<file path="src/rtl/huffman_pkg.sv">
// rtl/huffman_pkg.sv - shared constants, symbol order tables and FSM state type for the Huffman code sequencer
package huffman_pkg;

  localparam int NSYM    = 8;
  localparam int MAXLEN  = 7;
  localparam int LENW    = 3;
  localparam int SEQ_LEN = 5;

  localparam int SYM_W = $clog2(NSYM);
  localparam int POS_W = $clog2(SEQ_LEN);
  localparam int BIT_W = $clog2(MAXLEN);

  typedef logic [SYM_W-1:0] sym_t;

  localparam sym_t SYM_A = 3'd0;
  localparam sym_t SYM_B = 3'd1;
  localparam sym_t SYM_C = 3'd2;
  localparam sym_t SYM_E = 3'd3;
  localparam sym_t SYM_I = 3'd4;
  localparam sym_t SYM_L = 3'd5;
  localparam sym_t SYM_O = 3'd6;
  localparam sym_t SYM_V = 3'd7;

  // Word position p lives at [p*SYM_W +: SYM_W]; position 0 is the first symbol sent.
  localparam logic [SEQ_LEN*SYM_W-1:0] ORDER_ILOVE = {SYM_E, SYM_V, SYM_O, SYM_L, SYM_I};
  localparam logic [SEQ_LEN*SYM_W-1:0] ORDER_ICLAB = {SYM_B, SYM_A, SYM_L, SYM_C, SYM_I};

  typedef enum logic [1:0] {
    ST_IDLE,
    ST_LOAD,
    ST_SEND,
    ST_FIN
  } state_t;

  function automatic logic [LENW-1:0] clamp_len(input logic [LENW-1:0] len);
    return (int'(len) > MAXLEN) ? LENW'(MAXLEN) : len;
  endfunction

endpackage

</file>
<file path="src/rtl/huffman_code_sequencer_if.sv">
// rtl/huffman_code_sequencer_if.sv - table/start inputs and serial code outputs of the code sequencer
interface huffman_code_sequencer_if;
  import huffman_pkg::*;

  logic                   start;
  logic                   mode;
  logic [NSYM*MAXLEN-1:0] code_flat;
  logic [NSYM*LENW-1:0]   len_flat;
  logic                   busy;
  logic                   out_valid;
  logic                   out_code;
  logic                   done;

  modport master (
    output start, mode, code_flat, len_flat,
    input  busy, out_valid, out_code, done
  );

  modport slave (
    input  start, mode, code_flat, len_flat,
    output busy, out_valid, out_code, done
  );

endinterface

</file>
<file path="src/rtl/huffman_order_rom.sv">
// rtl/huffman_order_rom.sv - maps (mode, word position) to the symbol index sent at that position
module huffman_order_rom
  import huffman_pkg::*;
(
  input  logic             mode_i,
  input  logic [POS_W-1:0] pos_i,
  output sym_t             sym_o
);

  always_comb begin
    sym_o = SYM_I;
    if (int'(pos_i) < SEQ_LEN) begin
      sym_o = mode_i ? ORDER_ICLAB[int'(pos_i)*SYM_W +: SYM_W]
                     : ORDER_ILOVE[int'(pos_i)*SYM_W +: SYM_W];
    end
  end

endmodule

</file>
<file path="src/rtl/huffman_code_sequencer.sv">
// rtl/huffman_code_sequencer.sv - latches the code table on start and serialises the selected word's codes MSB first
module huffman_code_sequencer
  import huffman_pkg::*;
(
  input  logic                    clk,
  input  logic                    rst,
  huffman_code_sequencer_if.slave bus
);

  state_t            state_q, state_d;
  logic              mode_q;
  logic [MAXLEN-1:0] code_q [NSYM];
  logic [LENW-1:0]   len_q  [NSYM];
  logic [POS_W-1:0]  sym_idx_q, sym_idx_d;
  logic [BIT_W-1:0]  bit_idx_q, bit_idx_d;
  logic              busy_q, busy_d;
  logic              out_valid_q, out_valid_d;
  logic              out_code_q, out_code_d;
  logic              done_q, done_d;
  logic              latch_en;

  sym_t              order_sym [SEQ_LEN];
  logic [SEQ_LEN-1:0] nz;
  logic              first_found, next_found;
  logic [POS_W-1:0]  first_pos, next_pos;
  sym_t              cur_sym;

  for (genvar p = 0; p < SEQ_LEN; p++) begin : g_order
    huffman_order_rom u_order_rom (
      .mode_i (mode_q),
      .pos_i  (POS_W'(p)),
      .sym_o  (order_sym[p])
    );
  end

  always_comb begin
    nz = '0;
    for (int p = 0; p < SEQ_LEN; p++) begin
      nz[p] = |len_q[order_sym[p]];
    end
  end

  assign cur_sym = order_sym[sym_idx_q];

  // Lowest non-empty position overall (for LOAD) and strictly after the current one (for SEND).
  always_comb begin
    first_found = 1'b0;
    first_pos   = '0;
    next_found  = 1'b0;
    next_pos    = '0;
    for (int p = SEQ_LEN - 1; p >= 0; p--) begin
      if (nz[p]) begin
        first_found = 1'b1;
        first_pos   = POS_W'(p);
      end
      if (nz[p] && (p > int'(sym_idx_q))) begin
        next_found = 1'b1;
        next_pos   = POS_W'(p);
      end
    end
  end

  always_comb begin
    state_d     = state_q;
    sym_idx_d   = sym_idx_q;
    bit_idx_d   = bit_idx_q;
    busy_d      = busy_q;
    out_valid_d = 1'b0;
    out_code_d  = 1'b0;
    done_d      = 1'b0;
    latch_en    = 1'b0;
    case (state_q)
      ST_IDLE: begin
        busy_d = 1'b0;
        // done_q still high means FIN just ended; a start in that cycle is dropped.
        if (bus.start && !done_q) begin
          latch_en = 1'b1;
          busy_d   = 1'b1;
          state_d  = ST_LOAD;
        end
      end
      ST_LOAD: begin
        sym_idx_d = first_pos;
        bit_idx_d = BIT_W'(len_q[order_sym[first_pos]] - 1'b1);
        state_d   = first_found ? ST_SEND : ST_FIN;
      end
      ST_SEND: begin
        out_valid_d = 1'b1;
        out_code_d  = code_q[cur_sym][bit_idx_q];
        if (bit_idx_q == '0) begin
          if (next_found) begin
            sym_idx_d = next_pos;
            bit_idx_d = BIT_W'(len_q[order_sym[next_pos]] - 1'b1);
          end else begin
            state_d = ST_FIN;
          end
        end else begin
          bit_idx_d = bit_idx_q - 1'b1;
        end
      end
      ST_FIN: begin
        done_d  = 1'b1;
        busy_d  = 1'b0;
        state_d = ST_IDLE;
      end
      default: begin
        state_d = ST_IDLE;
      end
    endcase
  end

  always_ff @(posedge clk or posedge rst) begin
    if (rst) begin
      state_q     <= ST_IDLE;
      sym_idx_q   <= '0;
      bit_idx_q   <= '0;
      busy_q      <= 1'b0;
      out_valid_q <= 1'b0;
      out_code_q  <= 1'b0;
      done_q      <= 1'b0;
    end else begin
      state_q     <= state_d;
      sym_idx_q   <= sym_idx_d;
      bit_idx_q   <= bit_idx_d;
      busy_q      <= busy_d;
      out_valid_q <= out_valid_d;
      out_code_q  <= out_code_d;
      done_q      <= done_d;
    end
  end

  always_ff @(posedge clk or posedge rst) begin
    if (rst) begin
      mode_q <= 1'b0;
      for (int s = 0; s < NSYM; s++) begin
        code_q[s] <= '0;
        len_q[s]  <= '0;
      end
    end else if (latch_en) begin
      mode_q <= bus.mode;
      for (int s = 0; s < NSYM; s++) begin
        code_q[s] <= bus.code_flat[s*MAXLEN +: MAXLEN];
        len_q[s]  <= clamp_len(bus.len_flat[s*LENW +: LENW]);
      end
    end
  end

  assign bus.busy      = busy_q;
  assign bus.out_valid = out_valid_q;
  assign bus.out_code  = out_code_q;
  assign bus.done      = done_q;

endmodule

</file>
<file path="src/flat_wrapper.sv">
// flat-port wrapper written by rule: the top's interface ports become plain ports
module huffman_code_sequencer_flat import huffman_pkg::*;
  (clk, rst, bus_start, bus_mode, bus_code_flat, bus_len_flat, bus_busy, bus_out_valid, bus_out_code, bus_done);
  huffman_code_sequencer_if bus_i ();
  input  logic clk;
  input  logic rst;
  input wire logic [$bits(bus_i.start)-1:0] bus_start;
  input wire logic [$bits(bus_i.mode)-1:0] bus_mode;
  input wire logic [$bits(bus_i.code_flat)-1:0] bus_code_flat;
  input wire logic [$bits(bus_i.len_flat)-1:0] bus_len_flat;
  output wire logic [$bits(bus_i.busy)-1:0] bus_busy;
  output wire logic [$bits(bus_i.out_valid)-1:0] bus_out_valid;
  output wire logic [$bits(bus_i.out_code)-1:0] bus_out_code;
  output wire logic [$bits(bus_i.done)-1:0] bus_done;
  assign bus_i.start = bus_start;
  assign bus_i.mode = bus_mode;
  assign bus_i.code_flat = bus_code_flat;
  assign bus_i.len_flat = bus_len_flat;
  assign bus_busy = bus_i.busy;
  assign bus_out_valid = bus_i.out_valid;
  assign bus_out_code = bus_i.out_code;
  assign bus_done = bus_i.done;
  huffman_code_sequencer u_core (.clk(clk), .rst(rst), .bus(bus_i));
endmodule
</file>
<file path="config.mk">
export PLATFORM = sky130hd
export DESIGN_NAME = huffman_code_sequencer_flat
export DESIGN_NICKNAME = d
export VERILOG_FILES = /design/src/rtl/huffman_pkg.sv /design/src/rtl/huffman_code_sequencer_if.sv /design/src/rtl/huffman_order_rom.sv /design/src/rtl/huffman_code_sequencer.sv /design/src/flat_wrapper.sv
export SDC_FILE = /design/constraint.sdc
export NUM_CORES = 1
export LEC_CHECK = 0
export ABC_AREA = 0
export CAP_MARGIN = 20
export CORE_ASPECT_RATIO = 0.7
export CORE_UTILIZATION = 54
export DETAILED_ROUTE_END_ITERATION = 6
export GPL_TIMING_DRIVEN = 0
export HOLD_SLACK_MARGIN = 0.06
export PLACE_DENSITY = 0.84
export SLEW_MARGIN = 25
export SYNTH_ARGS = -nofsm -noshare
export SYNTH_HDL_FRONTEND = slang
export SYNTH_SLANG_ARGS = --single-unit
export TNS_END_PERCENT = 1
</file>
<file path="constraint.sdc">
create_clock -name clk -period 5 [get_ports clk]
set_clock_uncertainty 0.05 [all_clocks]
set_input_delay 0.75 -clock clk [delete_from_list [all_inputs] [get_ports clk]]
set_output_delay 0.75 -clock clk [all_outputs]
set_load 0.02 [all_outputs]
</file>
==> impl_metrics.yaml, run 1 <==
run_status:
  status: "completed"
clocking:
  clk_latency_ns: 0.34
  cts_tree: "built"
  clk_pin_slew_ns: 0.06
  htree_levels: 3
  cts_sinks: 93
  cts_buffers: 9
  cts_setup_buffers: 0
  root_buffer: "clkbuf_16"
  clockBufferDepth: 2
placement:
  hpwl_mm: 9.94
  port_buffers: 87
  globalplace.congestion: 0.889
routing:
  wl_mm: 13.3
  firstDrtPassIters: 5
  ant_nets: 0
  via_count: 4049
  viasPerCell: 5.96
  wire_per_inst_microns: 19.6
  drc: 0
  drt_iter0_markers: 292
timing:
  setup_viol: 0
  period_minus_slack_ns: 4.60
  slew_violations: 0
  fin_tns_setup_ns: 0
  post-route-period-util_pct: 92.0
  slew-limit-headroom_pct: 33.7
  worst_pin_slew_ns: 0.995
  fin_hold_ws_ns: 0.443
  grt_setup_unrepaired: "no"
  hold_viol_final: 0
  fmax_mhz: 218
die:
  start_util_pct: 56.9
  core-area_sq_um: 9250
  die_w_microns: 120
  die_h_microns: 84.6
  io_pins: 88
  num_rows: 29
  dieArea_sq_um: 10100
global_routing:
  overflow: 0
  grt_pass1_vias: 4175
  grt_start_max_net_pins: 74
  grt_use_total_pct: 28.1
  antenna_found_initial: 0
  grt_pass1_wl_mm: 21.7
logic_synthesis:
  yosysMostFrequentCell: "dfrtp_1"
  ys_top_cells_by_area: "dfrtp_1 (44%), mux2_2 (19%), mux2i_1 (7.8%)"
  netlist_top_cells_count: "dfrtp_1 (93), mux2_2 (91), mux2i_1 (41), a21oi_1 (25), ha_1 (18)"
  synth_fa_ha_area_share_pct: 4.28
  synth_fp_nets: 553
  ys.flop_type: "dfrtp_1"
  synth_seq_cells: 93
  synth.area.mux_share_pct: 28.6
  synth_area_per_cell_sq_um: 11.7
  yosysTopAreaCell: "dfrtp_1"
  netlist.area_leader.share_pct: 44.2
  synth_top_family_by_area: "multiplexers"
  synth_edf_count: 0
  synth-xor-area-share_pct: 0.166
  synth-compound-area-share_pct: 11.2
  synth-simple-area-share_pct: 8.63
  syn_area_sq_um: 5260
  yosysWarningCount: 0
  netlist_instances: 451
  synth_cell_types: 58
  ys_seq_area_share_pct: 44.2
  synthArstFlopShare_pct: 100
power_and_ir_drop:
  power-per-cell-area_nw_per_um2: 746
  ir_worst_vdd_uv: 370
  p_leak_nw: 2.82
worst_setup_path:
  cp.required_ns: 5.19
  worstSetupPathType: "register to register"
  worst-endpoint-arrival_ns: 4.79
  start_kind: "register"
  crit_fanout: 10
  end_kind: "register"
finish:
  nets: 652
  layout-drive-gt1-share_pct: 23.2
  n_antenna_cell: 0
  area.growth.synth_to_final_pct: 25.8
run:
  maxCapViolations: 0
worst_hold_path:
  hold_class: "register to register"
[flip-flops by register name, summed over array words and instances (netlist names)]
| signal | flops |
|---|---|
| u_core.bus.done | 1 |
| u_core.state_q | 2 |
| u_core.len_q | 24 |
| u_core.code_q | 56 |
| u_core.mode_q | 1 |
| u_core.bit_idx_q | 3 |
| u_core.bus.out_valid | 1 |
| u_core.sym_idx_q | 3 |
| u_core.bus.busy | 1 |
| u_core.bus.out_code | 1 |
[worst max-delay path: stages (launching register included)]
cell,delay (ns)
dfrtp_1,0.52
buf_6,0.21
or4_4,0.53
and2_1,0.19
nor3_1,0.22
o21ai_0,0.21
ha_1,0.33
or3b_2,0.49
o21a_1,0.23
mux2i_1,0.23
mux2i_1,0.13
o21ai_0,0.18
a31oi_1,0.07
ha_1,0.27
nor4_1,0.33
nor4_1,0.08
a311oi_1,0.21
[layout by cell type, fill, tap and decap left out, drive strengths merged, types with 4 or more instances in the layout]
master	netlist	layout
dfrtp	93	93
mux2	91	91
clkdlybuf4s50	0	87
mux2i	41	41
clkbuf	14	28
a21oi	25	25
ha	18	18
nor2	18	18
o21ai	18	18
nand2	16	16
nor2b	14	14
a211oi	14	14
inv	12	12
nor3	10	10
buf	8	9
nor4	4	4
[path summary, 6_finish.rpt]
check                                                  from                         endpoint  slack (ns)  cells after the start
max in group asynchronous                               rst    u_core.code_q[41]$_DFFE_PP0P_        3.62                      3
worst max register to register    u_core.mode_q$_DFFE_PP0P_  u_core.bit_idx_q[2]$_DFFE_PP0P_        0.40                     16
worst min register to register  u_core.bus.busy$_DFFE_PP0P_      u_core.bus.busy$_DFFE_PP0P_        0.44                      2
worst min-delay path            u_core.bus.busy$_DFFE_PP0P_      u_core.bus.busy$_DFFE_PP0P_        0.44                      2
min in group asynchronous                               rst        u_core.mode_q$_DFFE_PP0P_        0.67                      2
worst max-delay path              u_core.mode_q$_DFFE_PP0P_  u_core.bit_idx_q[2]$_DFFE_PP0P_        0.40                     16
[per-layer routing]
| layer | GRT usage, % | wire length [microns] | vias to the layer above |
|---|---|---|---|
| met5 | 0 | 0 | - |
| met4 | 8.98 | 240 | 0 |
| met3 | 6.93 | 954 | 19 |
| met2 | 43.1 | 5980 | 171 |
| met1 | 39.4 | 6160 | 1988 |
| li1 | - | - | 1871 |
[report_power, final]
| group | leakage [nW] | total, mW | switching, mW | internal [mW] |
|---|---|---|---|---|
| clock | 0.139 | 0.657 | 0.278 | 0.379 |
| sequential | 1.11 | 1.45 | 0.311 | 1.14 |
| combinational | 1.57 | 2.83 | 1.49 | 1.34 |
| total | 2.82 | 4.94 | 2.07 | 2.86 |
[logic make-up after synthesis]
group           count (synthesis)
xor+xnor                        1
simple gates                   83
mux                           135
flops                          93
buf+inv                        35
fa+ha+maj                      18
compound gates                 86
[repair_timing]
| action | CTS | global route |
|---|---|---|
| gates resized for setup | 0 | 2 |
| endpoints found under the hold margin | 0 | 0 |
| hold buffers | 0 | 0 |
| endpoints found under the setup margin | 0 | 1 |
[cell type report]
type / instances / area [sq um]
Clock inverter: 2 / 16.3
Clock buffer: 14 / 274
Tap cell: 124 / 155
Inverter: 12 / 50.0
Sequential cell: 93 / 2330
Buffer: 23 / 110
Timing Repair Buffer: 88 / 898
Fill cell: 654 / 2640
Multi-Input combinational cell: 323 / 2790
[stage by stage]
stage / utilization (%) / cell area, sq um / setup WS, ns / std cells / power (mW)
floorplan: - / 5260 / 1.12 / 451 / 3.46
global placement: 68.0 / 6290 / 0.458 / 662 / 4.08
detailed placement: 68.3 / 6320 / 0.343 / 663 / 4.21
CTS: 71.4 / 6610 / 0.327 / 679 / 4.90
global route: 71.5 / 6620 / 0.0260 / 679 / 5.27
finish: 71.5 / 6620 / 0.402 / 679 / 4.94
Power figures use the tool's default switching activity.
==> run 2, diff against run 1 <==
--- a/config.mk
+++ b/config.mk
@@ -9,6 +9,7 @@
 export CAP_MARGIN = 20
 export CORE_ASPECT_RATIO = 0.7
 export CORE_UTILIZATION = 54
+export CTS_CLUSTER_DIAMETER = 80
 export DETAILED_ROUTE_END_ITERATION = 6
 export GPL_TIMING_DRIVEN = 0
 export HOLD_SLACK_MARGIN = 0.06
==> results of run 2 <==
No change in the layout: final DEF, timing and power equal those of run 1.
==> run 3, diff against run 2 <==
--- a/config.mk
+++ b/config.mk
@@ -14,6 +14,7 @@
 export GPL_TIMING_DRIVEN = 0
 export HOLD_SLACK_MARGIN = 0.06
 export PLACE_DENSITY = 0.84
+export REMOVE_ABC_BUFFERS = 1
 export SLEW_MARGIN = 25
 export SYNTH_ARGS = -nofsm -noshare
 export SYNTH_HDL_FRONTEND = slang
==> run 3 against run 2 <==
  * Final area grew 1.6%
  * Sequential share of layout area shrank 0.49 points
  * Wire length shrank 5.6%
  * Largest power group unchanged
  * Largest cell class unchanged
  * Highest routed layer unchanged
==> impl_metrics.yaml, run 3 (same netlist as run 1, synthesis figures left out) <==
routing:
  drc: 0
  wl_met3_microns: 861
  wl_mm: 12.6
  wire_per_inst_microns: 18.9
  drt-met1-wl_mm: 5.45
  firstDrtPassIters: 4
  via_count: 3904
  drt_iter0_markers: 293
  viasPerCell: 5.86
  routed.top_layer: "met4"
  ant_nets: 0
  dr_wl_met2_mm: 6.12
worst_setup_path:
  worstSetupPathType: "register to register"
  end_kind: "register"
  start_kind: "register"
  crit_fanout: 18
  r2r_cells: 15
  worst-endpoint-arrival_ns: 4.80
  cp.required_ns: 5.20
finish:
  n_antenna_cell: 0
  final_cell_mix: "dfrtp_1 (92), mux2_2 (91), clkdlybuf4s50_1 (87), mux2i_1 (41), a21oi_1 (25)"
  nFillCells: 647
  regMostFlops: "u_core.code_q"
  final_util_pct: 72.6
  final_common_cell: "dfrtp_1"
  area.growth.synth_to_final_pct: 27.7
  stdcell_area_sq_um: 6720
  fin_cells: 666
  nets: 639
  top_regs: "u_core.code_q (56), u_core.len_q (24)"
  layout-drive-gt1-share_pct: 25.5
  largest_reg_flops: 56
timing:
  worst_pin_slew_ns: 0.703
  slew-limit-headroom_pct: 53.1
  slew_violations: 0
  setup_viol: 0
  post-route-period-util_pct: 92.1
  grt_setup_unrepaired: "no"
  period_minus_slack_ns: 4.60
  fin_tns_setup_ns: 0
  fmax_mhz: 217
  hold_viol_final: 0
  fin_hold_ws_ns: 0.440
  layout_setup_ws_ns: 0.396
clocking:
  root_buffer: "clkbuf_16"
  cts_setup_buffers: 0
  cts_tree: "built"
  clockBufferDepth: 2
  clk_pin_slew_ns: 0.07
  cts.hold.buffers_added: 0
  cts_resized: 0
  cts_buffers: 9
  cts_sinks: 93
  htree_levels: 3
  clk_latency_ns: 0.35
power_and_ir_drop:
  p_seq_share_pct: 29.7
  p_sw_mw: 2.08
  p_total_mw: 5.09
  swShare_pct: 41.0
  ir_worst_vdd_uv: 304
  combPwrFrac_pct: 55.4
  clkPwrFrac_pct: 14.9
  p_int_mw: 3.00
  power-per-cell-area_nw_per_um2: 757
  p_leak_nw: 2.85
die:
  start_util_pct: 56.9
  dieArea_sq_um: 10100
  core-area_sq_um: 9250
  die_h_microns: 84.6
  die_w_microns: 120
  io_pins: 88
  num_rows: 29
worst_hold_path:
  hold_class: "register to register"
  min_path_cells: 2
global_routing:
  grt_use_total_pct: 26.9
  grt_start_max_net_pins: 79
  grt_pass1_vias: 4166
  overflow: 0
  antenna_found_initial: 0
  grt_pass1_wl_mm: 21.0
run_status:
  status: "completed"
placement:
  globalplace.congestion: 0.874
  hpwl_mm: 9.13
  dp_cells: 650
  port_buffers: 87
  post-place-ws_ns: 0.230
  dpl_cell_area_sq_um: 6380
run:
  maxCapViolations: 0
## run 3: changes by cell type in the layout (fill, tap and decap cells not counted), sizes merged
| cell | previous run | this run |
|---|---|---|
| dlygate4sd1 | 1 | 0 |
| clkbuf | 28 | 9 |
| inv | 12 | 15 |
| bufinv | 0 | 2 |
| clkinvlp | 1 | 0 |
| buf | 9 | 11 |
| clkinv | 1 | 2 |
## run 3: area by class of cell
cell class	count	area (sq um)	share of cell area, %
clock buffers	9	225	3.35
flip-flops and latches	93	2330	34.7
inverters	12	50.0	0.745
clock inverters	7	103	1.53
well taps	124	155	2.31
repair buffers	98	1030	15.3
multi-input cells	323	2830	42.1
## run 3: power groups by stage
stage | clock network, mW | logic [mW] | registers [mW]
after global routing | 0.800 | 3.07 | 1.57
after CTS | 0.769 | 2.81 | 1.49
after floorplan | 0 | 2.09 | 1.38
after detailed placement | 0 | 2.78 | 1.50
after global placement | 0 | 2.57 | 1.46
final | 0.759 | 2.82 | 1.51
## run 3: final timing paths
check,startpoint,slack [ns],endpoint
max,u_core.mode_q$_DFFE_PP0P_,0.40,u_core.bit_idx_q[2]$_DFFE_PP0P_
min,u_core.bus.busy$_DFFE_PP0P_,0.44,u_core.bus.busy$_DFFE_PP0P_
max reg2reg,u_core.mode_q$_DFFE_PP0P_,0.40,u_core.bit_idx_q[2]$_DFFE_PP0P_
min reg2reg,u_core.bus.busy$_DFFE_PP0P_,0.44,u_core.bus.busy$_DFFE_PP0P_
max in group asynchronous,rst,3.65,u_core.mode_q$_DFFE_PP0P_
min in group asynchronous,rst,0.63,u_core.code_q[34]$_DFFE_PP0P_
## run 3: routing by layer
layer,global-route usage [%],vias to the layer above
met1,34.4,1907
met5,0,-
met3,7.95,16
met4,7.27,0
met2,44.7,140
li1,-,1841
## run 3: critical path: stages (launching register included)
cell and delay, ns:
dfrtp_4 0.58, nor4_1 0.59, nor2_1 0.18, o21ai_0 0.44, inv_1 0.18, ha_1 0.29, a2111o_1 0.41, o21ai_4 0.17
mux2_2 0.22, o21ai_0 0.06, o21ai_0 0.29, a21oi_1 0.14, ha_1 0.25, nor4_1 0.30, nor4_1 0.09, a311oi_1 0.24
